### config.mk
export PLATFORM = sky130hd
export DESIGN_NAME = jtag_scan_master
export DESIGN_NICKNAME = d
export VERILOG_FILES = /design/src/rtl/jtag_scan_master.sv
export SDC_FILE = /design/constraint.sdc
export NUM_CORES = 1
export LEC_CHECK = 0
export BUFFER_PORTS_ARGS = -buffer_cell sky130_fd_sc_hd__buf_2
export CAP_MARGIN = 20
export CORE_MARGIN = 5
export CORE_UTILIZATION = 35
export CTS_BUF_LIST = sky130_fd_sc_hd__clkbuf_4
export CTS_CLUSTER_SIZE = 40
export DETAILED_ROUTE_END_ITERATION = 8
export GPL_TIMING_DRIVEN = 1
export PLACE_DENSITY = 0.63
export SLEW_MARGIN = 10
export SYNTH_ARGS = -nofsm -noshare
export SYNTH_HDL_FRONTEND = slang
export SYNTH_SLANG_ARGS = --single-unit
### constraint.sdc
create_clock -name CLK -period 3.3 [get_ports CLK]
set_clock_uncertainty 0.1 [all_clocks]
set_input_delay 0.825 -clock CLK [delete_from_list [all_inputs] [get_ports CLK]]
set_output_delay 0.825 -clock CLK [all_outputs]
set_load 0.01 [all_outputs]
### src/rtl/jtag_scan_master.sv
// jtag_scan_master
//   Initiator side of a 4-bit-IR JTAG TAP that shares CLK as TCK. It turns
//   IR/DR scan commands into cycle-exact TMS/TDI streams and gathers TDO into
//   a response word.
//
// Ports
//   CLK, RESET            clock (also TCK) and synchronous active-high reset
//   cmd_valid/cmd_ready   command handshake; ready only while idle
//   cmd_ir                1 = IR scan, 0 = DR scan
//   cmd_len               bits to shift (0 -> 1, > DR_MAX -> DR_MAX)
//   cmd_data              TDI payload, LSB shifted first
//   rsp_valid             one-cycle pulse when a scan completes
//   rsp_data              captured TDO bits, held until the next response
//   busy                  inverse of cmd_ready
//   TMS, TDI              registered TAP controls
//   TDO                   TAP serial output, sampled on CLK
//
// Build option
//   JTAG_SCAN_MASTER_TLR_EN  prefix every IR scan with 5x TMS=1 and 1x TMS=0
//                            so the TAP passes through TEST_LOGIC_RESET.
//
// The state register mirrors the TAP's current state; TMS/TDI hold the values
// the TAP consumes at the coming edge.
module jtag_scan_master #(
  parameter int DR_MAX = 16,
  parameter int LEN_W  = 5
) (
  input  logic              CLK,
  input  logic              RESET,
  input  logic              cmd_valid,
  output logic              cmd_ready,
  input  logic              cmd_ir,
  input  logic [LEN_W-1:0]  cmd_len,
  input  logic [DR_MAX-1:0] cmd_data,
  output logic              rsp_valid,
  output logic [DR_MAX-1:0] rsp_data,
  output logic              busy,
  output logic              TMS,
  output logic              TDI,
  input  logic              TDO
);

  localparam int IDX_W = (DR_MAX > 1) ? $clog2(DR_MAX) : 1;

  typedef enum logic [2:0] {
    INIT, IDLE, SEL_DR, SEL_IR, CAPTURE, SHIFT, EXIT1, UPDATE
  } state_t;

  state_t             state;
  logic [2:0]         init_cnt;
  logic               ir_q;
  logic [IDX_W-1:0]   len_m1;   // last shift index
  logic [IDX_W-1:0]   bit_cnt;
  logic [DR_MAX-1:0]  data_q;
  logic [DR_MAX-1:0]  cap;      // collects TDO; published at scan end
`ifdef JTAG_SCAN_MASTER_TLR_EN
  logic               pend;     // IR scan waiting behind the TLR prefix
`endif

  // Clamped length, stored as (n-1) so it fits the bit index.
  logic [IDX_W-1:0] len_m1_in;
  always_comb begin
    len_m1_in = '0;
    if (cmd_len == '0)
      len_m1_in = '0;
    else if (cmd_len > LEN_W'(DR_MAX))
      len_m1_in = IDX_W'(DR_MAX - 1);
    else
      len_m1_in = IDX_W'(cmd_len - 1'b1);
  end

  assign busy = ~cmd_ready;

  always_ff @(posedge CLK) begin
    if (RESET) begin
      state     <= INIT;
      init_cnt  <= '0;
      TMS       <= 1'b1;
      TDI       <= 1'b0;
      cmd_ready <= 1'b0;
      rsp_valid <= 1'b0;
      rsp_data  <= '0;
      cap       <= '0;
      ir_q      <= 1'b0;
      len_m1    <= '0;
      bit_cnt   <= '0;
      data_q    <= '0;
`ifdef JTAG_SCAN_MASTER_TLR_EN
      pend      <= 1'b0;
`endif
    end else begin
      rsp_valid <= 1'b0;
      case (state)
        // Five TMS=1 edges reach TEST_LOGIC_RESET from anywhere; the sixth
        // edge (TMS=0) lands in RUN_TEST_IDLE.
        INIT: begin
          if (init_cnt == 3'd5) begin
            init_cnt <= '0;
            state    <= IDLE;
`ifdef JTAG_SCAN_MASTER_TLR_EN
            if (pend) begin
              pend <= 1'b0;
              TMS  <= 1'b1;       // start the held IR scan
            end else begin
              TMS       <= 1'b0;
              cmd_ready <= 1'b1;
            end
`else
            TMS       <= 1'b0;
            cmd_ready <= 1'b1;
`endif
          end else begin
            init_cnt <= init_cnt + 3'd1;
            TMS      <= (init_cnt != 3'd4);
          end
        end

        // With cmd_ready low we sit in RUN_TEST_IDLE presenting TMS=1 for
        // the move to SELECT_DR.
        IDLE: begin
          TDI <= 1'b0;
          if (cmd_ready) begin
            if (cmd_valid) begin
              cmd_ready <= 1'b0;
              ir_q      <= cmd_ir;
              len_m1    <= len_m1_in;
              data_q    <= cmd_data;
              bit_cnt   <= '0;
              cap       <= '0;
              TMS       <= 1'b1;
`ifdef JTAG_SCAN_MASTER_TLR_EN
              if (cmd_ir) begin
                pend     <= 1'b1;
                init_cnt <= '0;
                state    <= INIT;
              end
`endif
            end else begin
              TMS <= 1'b0;
            end
          end else begin
            state <= SEL_DR;
            TMS   <= ir_q;
          end
        end

        SEL_DR: begin
          state <= ir_q ? SEL_IR : CAPTURE;
          TMS   <= 1'b0;
        end

        SEL_IR: begin
          state <= CAPTURE;
          TMS   <= 1'b0;
        end

        CAPTURE: begin
          state <= SHIFT;
          TDI   <= data_q[0];
          TMS   <= (len_m1 == '0);
        end

        // Each SHIFT edge consumes one TDI bit and the TAP presents the
        // matching TDO bit in the same cycle.
        SHIFT: begin
          cap[bit_cnt] <= TDO;
          if (bit_cnt == len_m1) begin
            state <= EXIT1;
            TMS   <= 1'b1;
            TDI   <= 1'b0;
          end else begin
            bit_cnt <= bit_cnt + 1'b1;
            TDI     <= data_q[bit_cnt + 1'b1];
            TMS     <= ((bit_cnt + 1'b1) == len_m1);
          end
        end

        EXIT1: begin
          state <= UPDATE;
          TMS   <= 1'b0;
        end

        UPDATE: begin
          state     <= IDLE;
          cmd_ready <= 1'b1;
          rsp_valid <= 1'b1;
          rsp_data  <= cap;
          TMS       <= 1'b0;
        end

        default: begin
          state    <= INIT;
          init_cnt <= '0;
          TMS      <= 1'b1;
        end
      endcase
    end
  end

endmodule

; Word level (Yosys, flattened, before mapping)
; Index checks and enable logic that the tools add are counted.
[classes]
eq_ne = 17
addsub = 3
order_cmp = 4
bitwise_logic = 1
muxes = 32
reduce_logical = 13
[op_table]
columns = op, count
row1 = 16-bit two-way mux, 2
row2 = 16-bit one-hot mux with 2 select lines, 1
row3 = 3-bit one-hot mux with 8 select lines, 1
row4 = 4-bit two-way mux, 5
row5 = 16-bit bitwise mux, 1
row6 = 3-bit equality test (second input constant), 5
row7 = 3-bit two-way mux, 5
row8 = 2-bit inequality test (second input constant), 6
row9 = 1-bit two-way mux, 11
row10 = 4-bit by 5-bit less-than comparator with 1-bit output (second input constant), 2
row11 = 3-bit AND reduction, 3
row12 = 4-bit equality test, 2
row13 = 4-bit one-hot mux with 2 select lines, 1
row14 = 3-bit by 2-bit equality test with 1-bit output (second input constant), 2
row15 = 1-bit one-hot mux with 3 select lines, 2
row16 = 3-bit nonzero test, 2
row17 = 5-bit greater-than comparator (second input constant), 1
row18 = 5-bit zero test, 1
row19 = 1-bit one-hot mux with 5 select lines, 1
row20 = 4-bit by 1-bit adder with 4-bit output (second input constant), 1
row21 = 1-bit binary-select mux with 4-bit select, 1
row22 = 1-bit demux with 4-bit select, 1
row23 = 4-bit by 1-bit greater-or-equal comparator with 1-bit output (second input constant), 1
row24 = 4-bit zero test, 1
row25 = 11 further kinds, 11
[totals]
register_bits = 67
output_inout_bits = 21
input_bits = 26
word_cells = 82

; Depth between registers and ports, before layout
[logic_depth]
ltp_word = 6
mapped_depth = 8
depth_no_buf = 7

; Worst setup path after synthesis
; OpenSTA, ideal clock, no wires.
[synth_timing]
path_kind = flip-flop to flip-flop
startpoint = register bit_cnt[0]
endpoint = register TDI
arrival_ns = 2.443
path_stages_with_launch = 9
required_time_ns = 3.072
slack_ns = 0.629
period_less_slack_ns = 2.671
n_path_buf = 2
setup_time_ns = 0.128
cell_sequence = dfxtp_1 > clkbuf_1 > inv_1 > ha_1 > buf_6 > mux4_1 > mux4_2 > a222oi_1 > nor2_1
[synth_between]
elab_chain_cells = 5
word_cells_on_any_way = 6
cone_classes = add/sub: 1 / eq/ne: 1 / mux: 4
[synth_rtl]
columns = item, line
row1 = "start, declared", 53  ; logic [IDX_W-1:0] bit_cnt;
row2 = "start signal, assigned", 172  ; bit_cnt <= bit_cnt + 1'b1;
row3 = 4-bit by 1-bit adder with 4-bit output, 173  ; TDI <= data_q[bit_cnt + 1'b1];
row4 = 1-bit binary-select mux with 4-bit select, 173
row5 = 1-bit two-way mux (not written as such), 173
row6 = 1-bit two-way mux *, 167  ; if (bit_cnt == len_m1) begin
row7 = 1-bit one-hot mux with 3 select lines *, 93  ; case (state)
row8 = "end signal, assigned", 159  ; TDI <= data_q[0];
row9 = "end signal, assigned", 173
row10 = "end, declared", 39  ; output logic TDI,
; Mark *: on every way between the ends. The rest lies on a longest branch, timed or not. The select of a mux whose other input is x is not followed.
; A chain may end at the register's enable or synchronous reset.

; Worst setup path after layout
; Same ends and word-level chain as after synthesis.

==> results.json <==
{
  "hold_path_depth": 2,
  "rows": 34,
  "clk_pin_slew_ns": 0.11,
  "worstPathCellList": "buf_4 > inv_1 > ha_1 > mux4_1 > mux4_2 > a222oi_1 > nor2_1",
  "final_cell_count_no_fill": 534,
  "worstSetupPathType": "reg2reg",
  "chipHeight_um": 103.7,
  "synth_area_leaders": "dfxtp_1 44%, nand2_1 11%, a21oi_1 10%",
  "ys_seq_area_frac": 0.4368,
  "final_core_utilization": 0.4067,
  "yosys-top-cells-count": "89 x nand2_1, 67 x dfxtp_1, 64 x a21oi_1, 25 x nor2_1, 24 x clkbuf_1",
  "maxSlewViolCount": 0,
  "hold_viol_final": 0,
  "r2r_setup_slack_ns": 0.61,
  "rsz0062_at_grt": "no",
  "ys_types": 41,
  "min_from": "cap[13]",
  "drc": 0,
  "leakage_nw": 1.305,
  "drt-total-wl_um": 6835,
  "worst_pin_slew_ns": 0.9170,
  "ant_nets": 0,
  "cp_top_family": "multiplexers",
  "portBuffers": 46,
  "first_global_vias": 2593,
  "post_dp_cell_area_um2": 3352,
  "dr.first_iter.drc_count": 120,
  "clock_latency_ns": 0.41,
  "multi_input_area_um2": 1551,
  "crit_path_end_kind": "flop",
  "finalSetupViolations": 0,
  "synth_area_um2": 3070,
  "start_kind": "flop",
  "grt_overflow": 0,
  "io_pins": 47,
  "die_w_um": 103.7,
  "firstDrtPassIters": 4,
  "timing.rr.end": "TDI",
  "cts_made_buffers": 9,
  "cts_hold_buf": 0,
  "initial_core_util": 0.3555,
  "ys_async_sr_fraction": 0,
  "die-area_um2": 10750,
  "synth_edf_count": 0,
  "syn_inst": 388,
  "clock.fmax_mhz": 371.8,
  "post_cts_buffers": 0,
  "critPathMaxFanout": 11,
  "grt_start_max_net_pins": 31,
  "h-tree-depth": 3,
  "root_buffer": "clkbuf_4",
  "r2r_start": "bit_cnt[0]",
  "area_growth_pct": 14.38,
  "timing.final.crit_share": 0.8151,
  "ys.flop_type": "dfxtp_1",
  "grt_pass1_wl_um": 11710,
  "p_per_area_nw_per_um2": 425.0,
  "antenna_found_initial": 0,
  "crit_arrival_ns": 2.89,
  "final_layout_size_suffix_gt1_frac": 0.1667,
  "hold_end": "rsp_data[13]",
  "crit_required_ns": 3.50,
  "avgSynthCellArea_um2": 7.914,
  "place.gp.congestion": 0.8613,
  "max_stage_delay_ns": 0.60,
  "nets": 452,
  "syn_nets": 419,
  "synth-seq-cells": 67,
  "numClockSinks": 67,
  "cts_tree": "built",
  "n_antenna_cell": 0,
  "slew_headroom": 0.3873,
  "min_period_ns": 2.690,
  "core_um2": 8636,
  "num_vias": 2705,
  "dp_hpwl_um": 4828,
  "cp_slowest_cell": "mux4_1",
  "dp.cells": 518,
  "fill_cells": 904,
  "crit_buf_inv": 2,
  "stdcell_area_um2": 3512,
  "synth_top_area_frac": 0.4368,
  "cts_resized": 0,
  "via_per_inst": 5.066,
  "grt_use_total": 0.1291,
  "seq_area_um2": 1341,
  "irDropWorstVdd_v": 0.0001932,
  "drv_cap": 0,
  "setup-tns-final_ns": 0,
  "worstHoldPathType": "reg2reg",
  "synth_most_common_cell": "nand2_1",
  "fin_hold_ws_ns": 0.3525,
  "yosysTopAreaCell": "dfxtp_1",
  "reg2regPathDepth": 7,
  "clockBufferDepth": 2,
  "ys_warn_count": 0,
  "outcome": "complete, no violations",
  "wl_per_cell_um": 12.80
}
[layout make-up]
type	count	area share
multi-input cells	277	0.4418
flip-flops and latches	67	0.3819
repair buffers	51	0.07624
well taps	108	0.03848
clock inverters	7	0.02636
clock buffers	9	0.01924
inverters	15	0.01603
[worst max-delay path by stage]
stage / start / endpoint / slack (ns) / cells after the start
2_1_floorplan: bit_cnt[0] / TDI / 0.63 / 8
3_3_place_gp: bit_cnt[0] / TDI / 0.70 / 7
3_5_place_dp: bit_cnt[0] / TDI / 0.62 / 7
4_1_cts: bit_cnt[0] / TDI / 0.60 / 7
5_1_grt: bit_cnt[0] / TDI / 0.50 / 7
6_report: bit_cnt[0] / TDI / 0.61 / 7
[report_power, final]
part | leakage (nW) | internal [W] | switching (W)
combinational | 0.686 | 0.0000261 | 0.0000359
sequential | 0.540 | 0.000814 | 0.00000644
clock | 0.0796 | 0.000304 | 0.000306
[cell usage in the layout (no fill, tap or decap), types with 6 or more instances in the layout]
cell      Yosys  layout
dfxtp_1      67      67
a31oi_1      11      11
inv_1        15      15
o21ai_0      12      12
a211oi_1      8       8
nand3_1       9       9
xor2_1        6       6
a21oi_1      64      64
nand2_1      89      89
buf_2         4      46
nor3_1        6       6
nor2_1       25      25
clkbuf_4      0       9
[stage by stage]
stage	total power (W)	worst slack (ns)
after CTS	0.001508	0.6023
after global placement	0.0008986	0.7007
after floorplan	0.0008723	0.6292
after detailed placement	0.0009008	0.6191
final	0.001493	0.6101
after global routing	0.001552	0.5048
[layer usage]
metal	GRT usage	wire length [um]	part of all wire
met1	0.1606	3224	0.47
met3	0.04415	384	0.056
met5	0	0	0
met4	0.05088	65	0.0095
met2	0.2049	3160	0.46
[kinds of logic (layout without fill, tap and decap cells)]
kind of cell | count (synthesis) | in the layout | synth area share
buffers and inverters | 44 | 82 | 0.05786
AOI/OAI and AO/OA | 108 | 108 | 0.2066
and+or+nand+nor | 147 | 147 | 0.2029
adders and majority gates | 6 | 6 | 0.02364
muxes | 6 | 6 | 0.04360
xor gates and xnor gates | 10 | 10 | 0.02852
DFF | 67 | 67 | 0.4368
[registers in the layout (all words and copies together) (netlist names)]
name and cells:
bit_cnt 4, TDI 1, rsp_data 16, rsp_valid 1, data_q 16, cmd_ready 1
ir_q 1, init_cnt 3, cap 16, len_m1 4, TMS 1, state 3
[tightest hold or removal path, stage by stage (launching register included)]
cell and delay (ns):
dfxtp_1 0.32, nand2_1 0.05, a21oi_1 0.05
No activity file was read; power rests on OpenSTA's default activity.
